<file path="config.mk">
export PLATFORM = sky130hd
export DESIGN_NAME = i2s_multiformat_tx
export DESIGN_NICKNAME = d
export VERILOG_FILES = /design/src/rtl/i2s_tx_pkg.sv /design/src/rtl/i2s_tx_clkgen.sv /design/src/rtl/i2s_multiformat_tx.sv
export SDC_FILE = /design/constraint.sdc
export NUM_CORES = 1
export LEC_CHECK = 0
export CORE_ASPECT_RATIO = 1.2
export CORE_MARGIN = 2
export CORE_UTILIZATION = 35
export CTS_BUF_LIST = sky130_fd_sc_hd__clkbuf_2
export DETAILED_ROUTE_END_ITERATION = 7
export DONT_BUFFER_PORTS = 1
export MAX_ROUTING_LAYER = met4
export PLACE_DENSITY_LB_ADDON = 0.2
export SETUP_SLACK_MARGIN = 0.5
export SLEW_MARGIN = 20
export SYNTH_ARGS = -nofsm -noshare
export SYNTH_HDL_FRONTEND = slang
export SYNTH_SLANG_ARGS = --single-unit
</file>
<file path="constraint.sdc">
create_clock -name MCLK_i -period 2.35 [get_ports MCLK_i]
set_input_delay 0.47 -clock MCLK_i [delete_from_list [all_inputs] [get_ports MCLK_i]]
set_output_delay 0.47 -clock MCLK_i [all_outputs]
set_load 0.03 [all_outputs]
</file>
<file path="src/rtl/i2s_tx_pkg.sv">
// Shared encodings and helpers for the multi-format serial audio transmitter.
package i2s_tx_pkg;

    localparam logic [1:0] FORMAT_I2S = 2'd0;
    localparam logic [1:0] FORMAT_LJ  = 2'd1;
    localparam logic [1:0] FORMAT_RJ  = 2'd2;

    typedef enum logic [1:0] {
        ST_IDLE = 2'd0,
        ST_LOAD = 2'd1,
        ST_RUN  = 2'd2
    } state_t;

    localparam logic IDLE_SCLK  = 1'b1;
    localparam logic IDLE_SDATA = 1'b0;
    localparam logic IDLE_LRCLK = 1'b0;

    function automatic int clog2(input int value);
        int r;
        r = 0;
        while ((1 << r) < value) r++;
        return r;
    endfunction

endpackage

</file>
<file path="src/rtl/i2s_tx_clkgen.sv">
// Frame counter plus registered SCLK/LRCLK generation and the shift/load strobes.
module i2s_tx_clkgen
    import i2s_tx_pkg::*;
#(
    parameter int SLOT_W        = 32,
    parameter int MCLK_PER_SCLK = 8
) (
    input  logic MCLK_i,
    input  logic nRST_i,
    input  logic i_run,
    input  logic i_left_high,
    output logic SCLK_o,
    output logic LRCLK_o,
    output logic o_fall_en,
    output logic o_load_en
);
    localparam int F  = 2 * SLOT_W * MCLK_PER_SCLK;
    localparam int CW = clog2(F);
    localparam int PW = clog2(MCLK_PER_SCLK);
    localparam int H  = MCLK_PER_SCLK / 2;

    logic [CW-1:0] r_cnt;
    logic          r_sclk;
    logic          r_lrclk;
    logic [PW-1:0] w_phase;
    logic          w_last;

    assign w_phase   = r_cnt[PW-1:0];
    assign w_last    = (r_cnt == CW'(F - 1));
    assign o_fall_en = i_run && (w_phase == '0);
    assign o_load_en = i_run && w_last;
    assign SCLK_o    = r_sclk;
    assign LRCLK_o   = r_lrclk;

    always_ff @(posedge MCLK_i or negedge nRST_i) begin
        if (!nRST_i) begin
            r_cnt   <= '0;
            r_sclk  <= IDLE_SCLK;
            r_lrclk <= IDLE_LRCLK;
        end else if (!i_run) begin
            r_cnt   <= '0;
            r_sclk  <= IDLE_SCLK;
            r_lrclk <= IDLE_LRCLK;
        end else begin
            r_cnt <= w_last ? '0 : r_cnt + CW'(1);
            if (w_phase == '0)
                r_sclk <= 1'b0;
            else if (w_phase == PW'(H))
                r_sclk <= 1'b1;
            // Word clock switches on the falling SCLK edge that opens each slot.
            if (r_cnt == '0)
                r_lrclk <= i_left_high;
            else if (r_cnt == CW'(SLOT_W * MCLK_PER_SCLK))
                r_lrclk <= !i_left_high;
        end
    end

endmodule

</file>
<file path="src/rtl/i2s_multiformat_tx.sv">
// Stereo parallel-to-serial audio transmitter (I2S / left- / right-justified) with a
// single-entry sample buffer that loads on frame boundaries.
module i2s_multiformat_tx
    import i2s_tx_pkg::*;
#(
    parameter int DATA_W        = 24,
    parameter int SLOT_W        = 32,
    parameter int MCLK_PER_SCLK = 8
) (
    input  logic              MCLK_i,
    input  logic              nRST_i,
    input  logic [DATA_W-1:0] PDATA_LEFT_i,
    input  logic [DATA_W-1:0] PDATA_RIGHT_i,
    input  logic              PDATA_VALID_i,
    input  logic              EN_i,
    input  logic              MUTE_i,
    input  logic [1:0]        FORMAT_i,
    output logic              SCLK_o,
    output logic              SDATA_o,
    output logic              LRCLK_o,
    output logic              FRAME_START_o,
    output logic              UNDERRUN_o,
    output logic              OVERRUN_o,
    output logic [1:0]        STATE_DBG_o
);
    localparam int FB = 2 * SLOT_W;

    // PDATA_VALID_i is a one-cycle strobe with no back-pressure: it always captures,
    // overwriting an unconsumed sample (overrun) unless a frame load consumes it that cycle.
    state_t            r_state;
    logic [DATA_W-1:0] r_buf_l;
    logic [DATA_W-1:0] r_buf_r;
    logic              r_buf_full;
    logic [FB-1:0]     r_shift;
    logic              r_dly;
    logic [1:0]        r_fmt;
    logic              r_sdata;
    logic              r_frame_start;
    logic              r_underrun;
    logic              r_overrun;

    logic              w_run;
    logic              w_fall_en;
    logic              w_load_en;
    logic              w_load;
    logic [1:0]        w_fmt_in;
    logic [SLOT_W-1:0] w_slot_l;
    logic [SLOT_W-1:0] w_slot_r;

    assign w_fmt_in = (FORMAT_i == FORMAT_I2S || FORMAT_i == FORMAT_RJ) ? FORMAT_i : FORMAT_LJ;
    assign w_run    = EN_i && (r_state == ST_RUN);
    assign w_load   = EN_i && ((r_state == ST_LOAD) || ((r_state == ST_RUN) && w_load_en));

    i2s_tx_clkgen #(
        .SLOT_W        (SLOT_W),
        .MCLK_PER_SCLK (MCLK_PER_SCLK)
    ) u_clkgen (
        .MCLK_i      (MCLK_i),
        .nRST_i      (nRST_i),
        .i_run       (w_run),
        .i_left_high (r_fmt != FORMAT_I2S),
        .SCLK_o      (SCLK_o),
        .LRCLK_o     (LRCLK_o),
        .o_fall_en   (w_fall_en),
        .o_load_en   (w_load_en)
    );

    // Slot images are built from the buffer as it stands; an underrun simply reuses it.
    always_comb begin
        w_slot_l = '0;
        w_slot_r = '0;
        if (!MUTE_i) begin
            if (w_fmt_in == FORMAT_RJ) begin
                w_slot_l = {SLOT_W{r_buf_l[DATA_W-1]}};
                w_slot_r = {SLOT_W{r_buf_r[DATA_W-1]}};
                w_slot_l[DATA_W-1:0] = r_buf_l;
                w_slot_r[DATA_W-1:0] = r_buf_r;
            end else begin
                w_slot_l[SLOT_W-1 -: DATA_W] = r_buf_l;
                w_slot_r[SLOT_W-1 -: DATA_W] = r_buf_r;
            end
        end
    end

    always_ff @(posedge MCLK_i or negedge nRST_i) begin
        if (!nRST_i) begin
            r_state       <= ST_IDLE;
            r_buf_l       <= '0;
            r_buf_r       <= '0;
            r_buf_full    <= 1'b0;
            r_shift       <= '0;
            r_dly         <= 1'b0;
            r_fmt         <= FORMAT_I2S;
            r_sdata       <= IDLE_SDATA;
            r_frame_start <= 1'b0;
            r_underrun    <= 1'b0;
            r_overrun     <= 1'b0;
        end else begin
            r_frame_start <= 1'b0;
            r_underrun    <= 1'b0;
            r_overrun     <= 1'b0;
            if (!EN_i) begin
                r_state    <= ST_IDLE;
                r_buf_full <= 1'b0;
                r_dly      <= 1'b0;
                r_sdata    <= IDLE_SDATA;
            end else begin
                if (PDATA_VALID_i) begin
                    r_buf_l    <= PDATA_LEFT_i;
                    r_buf_r    <= PDATA_RIGHT_i;
                    r_buf_full <= 1'b1;
                    if (r_buf_full && !w_load && r_state != ST_IDLE)
                        r_overrun <= 1'b1;
                end else if (w_load) begin
                    r_buf_full <= 1'b0;
                end

                case (r_state)
                    ST_IDLE: if (r_buf_full) r_state <= ST_LOAD;
                    ST_LOAD: r_state <= ST_RUN;
                    default: r_state <= ST_RUN;
                endcase

                if (w_load) begin
                    r_shift       <= {w_slot_l, w_slot_r};
                    r_fmt         <= w_fmt_in;
                    r_frame_start <= 1'b1;
                    r_underrun    <= !r_buf_full;
                end else if (w_fall_en) begin
                    // r_dly carries the previous bit so I2S lags LRCLK by one SCLK.
                    r_shift <= r_shift << 1;
                    r_dly   <= r_shift[FB-1];
                    r_sdata <= (r_fmt == FORMAT_I2S) ? r_dly : r_shift[FB-1];
                end
            end
        end
    end

    assign SDATA_o       = r_sdata;
    assign FRAME_START_o = r_frame_start;
    assign UNDERRUN_o    = r_underrun;
    assign OVERRUN_o     = r_overrun;
    assign STATE_DBG_o   = r_state;

endmodule

</file>
==> impl_metrics.json <==
{
  "avgViaCountPerCell": 5.288,
  "start_util": 0.3544,
  "vias": 5108,
  "clockBufferDepth": 2,
  "fin_crit_sh": 0.7902,
  "numCtsBuffers": 17,
  "root_buffer": "clkbuf_2",
  "clock_skew_ns": 0.03952,
  "hpwl_um": 10380,
  "synth.avg_cell_area_um2": 11.08,
  "yosysUniqueCellTypes": 47,
  "holdBufCountCts": 52,
  "gr-total-overflow": 0,
  "core_area_um2": 19480,
  "p_leak_nw": 3.525,
  "wire_per_inst_um": 19.05,
  "max_freq_mhz": 538.5,
  "syn_inst": 623,
  "grt_max_degree": 134,
  "r2r_start": "u_clkgen.r_cnt[1]$_DFF_PN0_",
  "drtAntennaViolNets": 0,
  "fin_setup_tns_ns": 0,
  "max-vdd-ir-drop_mv": 0.2930,
  "path_class": "reg -> reg",
  "crit_arrival_ns": 2.48,
  "grt_use_total": 0.1815,
  "setup_slack_ns": 0.4930,
  "fin_nets": 750,
  "muxShareOfSynthArea": 0.1029,
  "ys_warn_count": 0,
  "synthAdderAreaFrac": 0.005437,
  "cts_tree": "yes",
  "synth_area_leaders": "dfrtp_1, a2bb2oi_2, mux2_2",
  "io_pins": 63,
  "min_path_type": "in -> async",
  "syn_nets": 681,
  "drive_above_1_share": 0.3452,
  "dpl_cell_area_um2": 7044,
  "synth_top_family_by_area": "compound AO/OA/AOI/OAI gates",
  "cts.clk_slew.worst_paths_ns": 0.21,
  "yosys.area.top_type_share": 0.4784,
  "clkLatencyLatePin_ns": 0.72,
  "die_area_um2": 20870,
  "netlist_top_cells_count": "nand2_1, dfrtp_1, a21oi_1, a21oi_2, mux2_2",
  "die_height_um": 157.9,
  "required_ns": 2.97,
  "critPathLaunchType": "flip-flop",
  "cp-end-kind": "flip-flop",
  "yosysMostFrequentCell": "nand2_1",
  "async_reset_ff_frac": 1.000,
  "violations": "hold timing",
  "rows": 56,
  "htree_levels": 4,
  "area_delta_synth_final_pct": 21.17,
  "die_x_um": 132.2,
  "min_period_ns": 1.857,
  "synth_top_cell_by_area": "dfrtp_1",
  "cts_sinks": 133,
  "post-place-ws_ns": 0.2233,
  "setup_viol": 0,
  "yosys.area_share.simple": 0.1252,
  "finalHoldViolCount": 133,
  "final_design_area_no_fill_um2": 8366,
  "powerDensity_nw_per_um2": 715.1,
  "worst_pin_slew_ns": 0.6602,
  "crit_start": "u_clkgen.r_cnt[1]$_DFF_PN0_",
  "synth-edff-count": 0,
  "drv_cap": 0,
  "synth-xor-area-share": 0.007611,
  "drcViolationCount": 0,
  "drt-initial-drc-count": 361,
  "drv_slew": 0,
  "synthFlopType": "dfrtp_1",
  "drt_wl_total_um": 18410,
  "dr.pass1.iters": 5,
  "synth_compound_area_frac": 0.2166,
  "io_buffers": 0,
  "hold_slack_ns": -0.5929,
  "gp_congestion": 0.7696,
  "status": "complete, but fails checks",
  "rsz0062_at_grt": "yes",
  "n_fill_cell": 1898,
  "yosysSeqAreaShare": 0.4822,
  "grt_antenna_before_repair": 1,
  "grt_pass1_vias": 5188,
  "worst-path-max-fanout": 8,
  "ys_ff_latch": 133,
  "syn-cell-area_um2": 6904,
  "relSlewSlack": 0.5599,
  "grt_pass1_wl_um": 28680
}
-- path summary, 6_finish.rpt --
path	end	slack, ns	cells past startpoint
min	r_buf_l[3]$_DFFE_PN0P_	-0.59	0
min in group MCLK_i	r_shift[37]$_DFFE_PN0P_	0.10	4
min reg2reg	UNDERRUN_o$_DFF_PN0_	0.52	1
max in group asynchronous	u_clkgen.SCLK_o$_DFFE_PN1P_	2.66	0
max	r_shift[12]$_DFFE_PN0P_	0.49	11
max reg2reg	r_shift[12]$_DFFE_PN0P_	0.49	11
-- state kept, by name, indices dropped and copies added, names as in the netlist --
name              cells
r_shift              64
SDATA_o               1
r_dly                 1
u_clkgen.r_cnt        9
OVERRUN_o             1
r_buf_r              24
STATE_DBG_o           2
r_buf_full            1
r_buf_l              24
UNDERRUN_o            1
FRAME_START_o         1
u_clkgen.SCLK_o       1
r_fmt                 2
u_clkgen.LRCLK_o      1
-- per-layer routing --
layer  routed length, µm  GRT usage  share of wire
met3                 721    0.03362          0.039
met1                8346     0.2334           0.45
met4                 367    0.06759          0.020
met2                8971     0.2879           0.49
met5                   0          -              0
-- through the flow --
stage                 util  hold slack (ns)  std cells  power (mW)
floorplan                -           0.1744        623       4.131
global placement    0.3616           0.1817        854       4.350
detailed placement  0.3616           0.1806        854       4.413
CTS                 0.4190          -0.6687        957       5.990
global route        0.4295          -0.6732        966       6.296
finish              0.4295          -0.5929        966       5.982
-- cells in the final DEF (no fill, tap or decap), types with 19 or more instances in the layout --
cell type / count
mux2_2: 48
a2bb2oi_2: 46
dfrtp_1: 129
a21oi_2: 50
clkbuf_2: 20
nand3_1: 19
a21oi_1: 48
dlygate4sd3_1: 51
nand2_1: 136
buf_4: 20
-- logic make-up (layout without fill, tap and decap cells) --
logic type,count (synthesis),count (layout)
AO/OA/AOI/OAI,169,169
XOR/XNOR,6,6
AND/OR/NAND/NOR,194,194
flip-flops,133,133
adder cells (fa/ha/maj),3,3
buffers and inverters,53,134
other,0,1
multiplexers,65,65
-- timing repair --
action / CTS / global route
setup buffers: 14 / 3
resized for setup: 23 / 19
pin swaps: 3 / 10
endpoints found under the hold margin: 236 / 133
cloned: 6 / 5
setup endpoints to repair: 71 / 66
-- report_power, final --
| group | total, mW | internal (mW) | leakage (nW) | switching (mW) |
|---|---|---|---|---|
| Combinational | 1.32 | 0.710 | 1.74 | 0.608 |
| Clock | 1.43 | 0.579 | 0.144 | 0.851 |
| Sequential | 3.23 | 2.79 | 1.64 | 0.445 |
-- area by class of cell --
type,instances,area [µm²],area share
Sequential cell,133,3333,0.3984
Multi-Input combinational cell,437,3258,0.3895
Timing Repair Buffer,95,1130,0.1351
Tap cell,261,326.6,0.03904
Clock inverter,12,137.6,0.01645
Clock buffer,19,95.09,0.01137
Timing Repair inverter,3,47.55,0.005684
Inverter,5,35.03,0.004188
Antenna cell,1,2.502,0.0002991
-- critical path, stage by stage (launching register included) --
cell and delay, ns:
dfrtp_1 0.44, ha_4 0.18, nand3_4 0.10, nor2_4 0.04, ha_4 0.16, nand4b_1 0.10
and2_4 0.20, buf_12 0.13, inv_16 0.05, buf_4 0.16, a31oi_4 0.17, a2bb2oi_2 0.07
No activity file was read; power rests on OpenSTA's default activity.
